File: config.mk
export PLATFORM = sky130hd
export DESIGN_NAME = arq_sched
export DESIGN_NICKNAME = d
export VERILOG_FILES = /design/src/rtl/arq_sched.sv
export SDC_FILE = /design/constraint.sdc
export NUM_CORES = 1
export LEC_CHECK = 0
export BUFFER_PORTS_ARGS = -buffer_cell sky130_fd_sc_hd__buf_2
export CAP_MARGIN = 20
export CORE_MARGIN = 4
export CORE_UTILIZATION = 53
export CTS_BUF_LIST = sky130_fd_sc_hd__clkbuf_4 sky130_fd_sc_hd__clkbuf_8
export CTS_CLUSTER_DIAMETER = 30
export CTS_CLUSTER_SIZE = 16
export DETAILED_ROUTE_END_ITERATION = 10
export PLACE_DENSITY = 0.79
export SETUP_SLACK_MARGIN = 0.4
export SLEW_MARGIN = 20
export SYNTH_ARGS = -nofsm -noshare
export SYNTH_HDL_FRONTEND = slang
export SYNTH_SLANG_ARGS = --single-unit
File: constraint.sdc
create_clock -name i_clk -period 2.9 [get_ports i_clk]
set_clock_uncertainty 0.2 [all_clocks]
set_input_delay 0.29 -clock i_clk [delete_from_list [all_inputs] [get_ports i_clk]]
set_output_delay 0.29 -clock i_clk [all_outputs]
set_load 0.02 [all_outputs]
File: src/rtl/arq_sched.sv
// rtl/arq_sched.sv - ARQ replay scheduler: send / wait-for-ACK / replay / fail sequencing.
// Statistics counters are built only when ARQ_SCHED_STATS_EN is defined.
module arq_sched #(
  parameter int unsigned TIMEOUT_TICKS = 4096,
  parameter int unsigned MAX_RETRY     = 3
) (
  input  logic        i_clk,
  input  logic        i_rst,
  input  logic        i_tick,
  input  logic        i_frame_start,
  input  logic        i_frame_done,
  input  logic        i_ack_valid,
  input  logic        i_ack_good,
  input  logic        i_arq_en,
  input  logic        i_retrans_en,
  output logic        o_read_line_fifo,
  output logic        o_retrans_req,
  output logic        o_send_complete,
  output logic        o_retrans_wait,
  output logic        o_fail,
  output logic [2:0]  o_state,
  output logic [3:0]  o_retry_cnt,
  output logic [15:0] o_nak_cnt,
  output logic [15:0] o_timeout_cnt
);

  typedef enum logic [2:0] {
    S_IDLE     = 3'd0,
    S_SEND     = 3'd1,
    S_WAIT_ACK = 3'd2,
    S_HOLD     = 3'd3,
    S_REPLAY   = 3'd4,
    S_DONE     = 3'd5,
    S_FAIL     = 3'd6
  } state_t;

  localparam logic [15:0] TO_LAST = 16'(TIMEOUT_TICKS - 1);
  localparam logic [3:0]  MAX_R   = 4'(MAX_RETRY);

  state_t      state_q, state_d;
  logic [15:0] timer_q, timer_d;
  logic [3:0]  retry_q, retry_d;
  logic        fail_q, fail_d;
  logic        read_q, rreq_q, sc_q, wait_q;
  logic        ack_ev, nak_ev, to_ev;

  always_comb begin
    state_d = state_q;
    timer_d = timer_q;
    retry_d = retry_q;
    fail_d  = fail_q;
    ack_ev  = i_ack_valid & i_ack_good;
    nak_ev  = i_ack_valid & ~i_ack_good;
    // Timeout fires on the tick that would bring the timer to TIMEOUT_TICKS.
    to_ev   = (state_q == S_WAIT_ACK) && i_tick && (timer_q == TO_LAST);
    case (state_q)
      S_IDLE: if (i_frame_start) begin
        state_d = S_SEND;
        retry_d = 4'd0;
        fail_d  = 1'b0;
      end
      S_SEND: if (i_frame_done) begin
        if (i_arq_en) begin
          state_d = S_WAIT_ACK;
          timer_d = 16'd0;
        end else begin
          state_d = S_DONE;
        end
      end
      S_WAIT_ACK: begin
        if (i_tick) timer_d = timer_q + 16'd1;
        if (!i_arq_en || ack_ev)     state_d = S_DONE;
        else if (nak_ev || to_ev) begin
          if (retry_q == MAX_R)      state_d = S_FAIL;
          else if (i_retrans_en)     state_d = S_REPLAY;
          else                       state_d = S_HOLD;
        end
      end
      S_HOLD: begin
        if (!i_arq_en)         state_d = S_DONE;
        else if (i_retrans_en) state_d = S_REPLAY;
      end
      S_REPLAY: if (i_frame_done) begin
        state_d = S_WAIT_ACK;
        timer_d = 16'd0;
      end
      S_DONE:  state_d = S_IDLE;
      S_FAIL:  state_d = S_IDLE;
      default: state_d = S_IDLE;
    endcase
    if (state_d == S_REPLAY && state_q != S_REPLAY) retry_d = retry_q + 4'd1;
    if (state_d == S_FAIL) fail_d = 1'b1;
  end

  // Outputs are registered from the next state so they line up with o_state.
  always_ff @(posedge i_clk) begin
    if (i_rst) begin
      state_q <= S_IDLE;
      timer_q <= 16'd0;
      retry_q <= 4'd0;
      fail_q  <= 1'b0;
      read_q  <= 1'b0;
      rreq_q  <= 1'b0;
      sc_q    <= 1'b0;
      wait_q  <= 1'b0;
    end else begin
      state_q <= state_d;
      timer_q <= timer_d;
      retry_q <= retry_d;
      fail_q  <= fail_d;
      read_q  <= (state_d == S_REPLAY);
      rreq_q  <= (state_d == S_REPLAY) && (state_q != S_REPLAY);
      sc_q    <= (state_d == S_DONE) || (state_d == S_FAIL);
      wait_q  <= (state_d == S_HOLD);
    end
  end

`ifdef ARQ_SCHED_STATS_EN
  logic [15:0] nak_cnt_q, to_cnt_q;
  logic        nak_acc, to_acc;

  assign nak_acc = (state_q == S_WAIT_ACK) && i_arq_en && nak_ev;
  assign to_acc  = to_ev && i_arq_en && !ack_ev;

  always_ff @(posedge i_clk) begin
    if (i_rst) begin
      nak_cnt_q <= 16'd0;
      to_cnt_q  <= 16'd0;
    end else begin
      if (nak_acc && nak_cnt_q != 16'hFFFF) nak_cnt_q <= nak_cnt_q + 16'd1;
      if (to_acc && to_cnt_q != 16'hFFFF)   to_cnt_q  <= to_cnt_q + 16'd1;
    end
  end

  assign o_nak_cnt     = nak_cnt_q;
  assign o_timeout_cnt = to_cnt_q;
`else
  assign o_nak_cnt     = 16'd0;
  assign o_timeout_cnt = 16'd0;
`endif

  assign o_state          = state_q;
  assign o_retry_cnt      = retry_q;
  assign o_fail           = fail_q;
  assign o_read_line_fifo = read_q;
  assign o_retrans_req    = rreq_q;
  assign o_send_complete  = sc_q;
  assign o_retrans_wait   = wait_q;

endmodule

== Word-level counts from Yosys, hierarchy flattened ==
Cells that the tools add are included.
Operators by class
  mux-type cells: 22
  $add $sub $neg: 2
  bitwise gates (word level): 3
  eq/ne operators: 15
  reduce and logical (&&, ||, !) cells: 16
Operators by type and width (number)
  $mux W16: 4
  $pmux W16 S3: 1
  $mux W3: 10
  $add A16 B1 Y16 const B: 1
  $eq A16 B12 Y1 const B: 1
  $pmux W3 S5: 1
  $eq A3 B3 Y1 const B: 4
  $mux W4: 3
  $eq A3 B2 Y1 const B: 3
  $ne A2 B2 Y1 const B: 4
  $reduce_bool A2 Y1: 4
  $reduce_and A5 Y1: 1
  $add A4 B1 Y4 const B: 1
  $eq A4 B2 Y1 const B: 1
  $reduce_and A2 Y1: 2
  $eq A3 B1 Y1 const B: 1
  $logic_and A1 B1 Y1: 3
  $logic_not A3 Y1: 1
  $logic_or A1 B1 Y1: 3
  $mux W1: 3
  $ne A3 B3 Y1 const B: 1
  $reduce_bool A3 Y1: 1
  $and A1 B1 Y1: 2
  $logic_not A1 Y1: 1
  $not A1 Y1: 1
Storage, ports and cells
  register bits after elaboration: 28
  input port bits: 9
  word-level logic and storage cells: 66
  output and inout port bits: 44

== Longest topological paths before layout ==
  depth in word-level cells: 11
  gate-level depth with buffers: 8
  mapped depth without buffers: 7

== Worst setup path before layout ==
No wires, ideal clock.
  path kind: register -> register
  start: register retry_q[0] (netlist: o_retry_cnt[0])
  end: register retry_q[3] (netlist: o_retry_cnt[3])
  stages on the path, launching flop included: 8
  library setup time: 74 ps
  arrival: 2148 ps
  buffers on the path: 0
  required time: 2626 ps
  path slack: 478 ps
  clock period less this slack: 2422 ps
  path through: dfxtp_1 ha_1 nor3b_1 o21ai_0 a211oi_1 o21ai_2 or4_1 a31oi_1
Between the ends
  cells in the longest elaborated chain, start to end: 9
  elaborated cells between the ends (all ways): 12
  those cells by class: add/sub: 1; eq/ne: 2; mux: 5; reduce/logical: 4
RTL lines
  start: declaration: RTL line 42  | logic [3:0] retry_q, retry_d;
  start signal: assignment: RTL line 109  | retry_q <= retry_d;
  $eq A4 B2 Y1: RTL line 74  | if (retry_q == MAX_R) state_d = S_FAIL;
  $mux W3: RTL line 74
  $mux W3: RTL line 73  | else if (nak_ev || to_ev) begin
  $mux W3: RTL line 72  | if (!i_arq_en || ack_ev) state_d = S_DONE;
  $pmux W3 S5: RTL line 56  | case (state_q)
  $eq A3 B3 Y1: RTL line 91  | if (state_d == S_REPLAY && state_q != S_REPLAY) retry_d = retry_q + 4'd1;
  $logic_and A1 B1 Y1: RTL line 91
  $reduce_bool A2 Y1 (no line)
  $reduce_and A2 Y1 (no line)
Several ways; a longest one is shown, not always the timed one.
A chain may end at the register's enable or synchronous reset.

== Worst setup path in the final report ==
  start: register state_q[1] (netlist: o_state[1])
  end: register retry_q[3] (netlist: o_retry_cnt[3])
Between the ends
  cells in the longest elaborated chain, start to end: 11
  elaborated cells between the ends (all ways): 23
  those cells by class: eq/ne: 6; mux: 9; reduce/logical: 8
RTL lines
  start: declaration: RTL line 40  | state_t state_q, state_d;
  start signal: assignment: RTL line 107  | state_q <= state_d;
  $eq A3 B2 Y1: RTL line 55, 56
  $logic_and A1 B1 Y1 (2 in series): RTL line 55  | to_ev = (state_q == S_WAIT_ACK) && i_tick && (timer_q == TO_LAST);
  $logic_or A1 B1 Y1: RTL line 73
  $mux W3: RTL line 73
  $mux W3: RTL line 72
  $pmux W3 S5: RTL line 56
  $eq A3 B3 Y1: RTL line 91
  $logic_and A1 B1 Y1: RTL line 91
  $reduce_bool A2 Y1 (no line)
  $reduce_and A2 Y1 (no line)
Several ways; a longest one is shown, not always the timed one.

==> key figures <==
Layout
  – Nets@finish: 237
  – Final Util: 57.7%
  – Share of cells above drive strength 1: 19.2%
  – Area Growth Syn to Fin: 2.83%
  – Multi-input combinational cell area: 997 µm²
  – ANT cells: 0
  – FF/Latch Area: 563 µm²
  – Fill count: 306

Floorplanning
  – Initial Util: 56.1%
  – Core Box Area: 3080 µm²
  – Full die area: 4230 µm²
  – Die Span Y: 65.1 µm
  – Die X-Extent: 65.1 µm
  – IO Count: 53
  – # rows: 20

CTS
  – CTS tree: yes
  – Bufs on Longest Clock Path: 2
  – # H-tree levels: 1
  – Hold buffers post-CTS: 0
  – Num CTS Buffers: 3
  – Worst skew pair latency: 0.32 ns
  – Clock transition at path regs: 0.13 ns
  – Sink Count: 28
  – CTS Root Cell: clkbuf_4

Detailed routing
  – Routed vias/inst: 5.16
  – Antenna viol nets, final: 0
  – Vias: 1384
  – Router iterations before antenna repair: 4
  – Avg WL per Cell: 11.9 µm
  – WL final: 3200 µm
  – Initial DRC count: 74
  – DRC: 0

Outcome
  – Outcome: complete, no violations

Setup path
  – WP data arrival: 2.36 ns
  – Crit Path Max Fanout: 9
  – CP Capture Type: flip-flop
  – CP Launch Type: flip-flop
  – CP Data Required Time: 2.96 ns
  – Kind of critical path: reg2reg

Power and ir drop
  – Leakage power: 0.710 nW
  – Reg power frac: 53.3%
  – Sw Pwr: 269 µW
  – Sw frac: 34.3%
  – Comb power frac: 27.0%
  – Int Power: 516 µW
  – Clk network pwr share: 19.7%
  – VDD IR max: 168 µV
  – PD cells: 442 nW/µm²

Synthesis
  – Mux share of post-synthesis cell area: 0.580%
  – YS warnings: 0
  – Synth Area in Simple Gates: 24.1%
  – Number of synthesized flops with an enable pin: 0
  – Register area share after synthesis: 32.5%
  – Post-synthesis adder-cell area fraction: 1.45%
  – Largest family of logic cells by synthesized area: simple AND/OR/NAND/NOR gates
  – Synth Area in Compound Gates: 17.8%
  – Mapped Area: 1730 µm²
  – Cells after synthesis: 206
  – Async S/R FF share, synth: 0%
  – Synth cell types: 54
  – Synth Flop Type: dfxtp_1
  – Avg Synthesized Cell Area: 8.38 µm²
  – Synth Area in XOR/XNOR: 6.09%
  – Synthesized flop and latch total: 28

Timing
  – Fin. Hold Viols: 0
  – Min Tclk post-route: 2.30 ns
  – Final setup fails: 0
  – Sum of negative setup slack: 0 ns
  – Fmax: 435 MHz
  – Slew margin rel.: 62.2%
  – RSZ-0062 raised after global routing: no
  – Final count of pins violating max slew: 0
  – Period utilization: 79.3%
  – Worst-Margin Slew: 0.564 ns

GRT
  – Largest net degree at the start of global routing: 17
  – Initial antenna violation count: 0
  – Wire length of the first global-routing pass: 5220 µm
  – All-Layer GR Usage: 15.4%
  – Vias in the first global route: 1161
  – Grt total ovfl: 0

Placement
  – Final GP Congestion: 0.799
  – Hpwl dp: 2420 µm
  – Port Buf Inserts: 20

Worst hold path
  – Worst Hold Class: in2reg

Run
  – Max cap viols: 0
[synthesized netlist by cell type (2+ instances only)]
cell type | number | area share [%]
or2_2 | 2 | 0.72
a211oi_1 | 2 | 0.87
a31oi_1 | 3 | 1.1
buf_4 | 32 | 14
and3_1 | 2 | 0.72
o211ai_1 | 5 | 2.2
o2111ai_1 | 2 | 1.0
nand4_1 | 4 | 1.4
xnor2_1 | 9 | 4.6
clkbuf_1 | 2 | 0.43
nor3_1 | 8 | 2.3
xor2_1 | 3 | 1.5
a311oi_1 | 2 | 1.0
ha_1 | 2 | 1.4
nand4b_1 | 2 | 1.0
nor2_1 | 21 | 4.6
and2_1 | 2 | 0.72
o21ai_0 | 6 | 1.7
nand2_1 | 8 | 1.7
nand2b_1 | 4 | 1.4
or3_1 | 5 | 1.8
a21oi_1 | 7 | 2.0
nor2b_1 | 3 | 1.1
dfxtp_1 | 28 | 32
inv_1 | 8 | 1.7
nand3_1 | 6 | 1.7
[logic make-up (layout without fill, tap and decap cells)]
| family | Yosys count | after routing |
|---|---|---|
| flops | 28 | 28 |
| simple gates | 76 | 76 |
| fa+ha+maj | 2 | 2 |
| compound gates | 41 | 41 |
| buf+inv | 45 | 32 |
| xor+xnor | 12 | 12 |
| other cells | 1 | 32 |
| mux | 1 | 1 |
[worst max-delay path, cell delays in order, from the launching register on]
cell and delay (ns):
dfxtp_1 0.50, or3b_4 0.45, a21oi_4 0.17, a311o_2 0.17, o21ai_2 0.10, or4_1 0.49
a31oi_1 0.15
[final timing paths]
| check | startpoint | end | slack [ns] | depth (start not counted) |
|---|---|---|---|---|
| worst max-delay path | o_state[1] | o_retry_cnt[3] | 0.60 | 6 |
| worst min-delay path | i_rst | o_retry_cnt[3] | 0.04 | 2 |
| worst max register to register | o_state[1] | o_retry_cnt[3] | 0.60 | 6 |
| worst min register to register | o_fail | o_fail | 0.31 | 2 |
[layout by cell type (no fill, tap or decap), types with 3 or more instances in the layout]
cell type  instances
clkbuf_4           3
nand2_1            8
nand3_1            6
or3_1              5
xor2_1             3
nand2b_1           4
buf_2             20
a31oi_1            3
dfxtp_1           26
inv_1              8
conb_1            32
a21oi_1            7
nand4_1            4
nor2_1            21
o211ai_1           5
nor3_1             8
xnor2_1            9
nor2b_1            3
o21ai_0            6
[routing by layer]
metal	track usage (%)	vias up	wire length, µm	part of all wire, %
li1	-	699	-	-
met1	22.4	628	1520	47
met2	23.0	52	1410	44
met3	1.21	5	215	6.7
met4	6.99	0	63	2.0
met5	0	-	0	0
[area by class of cell]
cell class / count / share of cell area, %
well taps: 44 / 3.10
flip-flops and latches: 28 / 31.7
clock buffers: 3 / 1.27
repair buffers: 21 / 6.06
inverters: 8 / 1.69
multi-input cells: 164 / 56.2
[repair_timing]
item,4_1_cts,5_1_grt
buffers inserted,0,0
gates resized for setup,1,4
setup endpoints to repair,1,2
pin swaps,0,1
[power by group through the flow]
stage / logic, mW / registers [mW] / clock network (mW)
2_1_floorplan: 0.190 / 0.432 / 0
3_3_place_gp: 0.207 / 0.425 / 0
5_1_grt: 0.232 / 0.422 / 0.183
3_5_place_dp: 0.208 / 0.426 / 0
6_report: 0.212 / 0.418 / 0.155
4_1_cts: 0.209 / 0.418 / 0.165
[flip-flops by register name (all words and copies together) (netlist names)]
signal and count:
o_fail 1, o_read_line_fifo 1, o_retrans_req 1, o_retrans_wait 1, o_retry_cnt 4, o_send_complete 1, o_state 3, timer_q 16
[metrics by stage]
| step | worst slack (ns) | power [mW] | std cells | instance area, µm² | hold WS, ns |
|---|---|---|---|---|---|
| global route | 0.436 | 0.837 | 268 | 1780 | 0.0348 |
| finish | 0.601 | 0.785 | 268 | 1780 | 0.0387 |
| global placement | 0.520 | 0.631 | 265 | 1740 | 0.284 |
| floorplan | 0.478 | 0.622 | 237 | 1840 | 0.267 |
| CTS | 0.407 | 0.791 | 268 | 1760 | 0.0194 |
| detailed placement | 0.340 | 0.634 | 265 | 1740 | 0.285 |
Power figures use the tool's default switching activity.
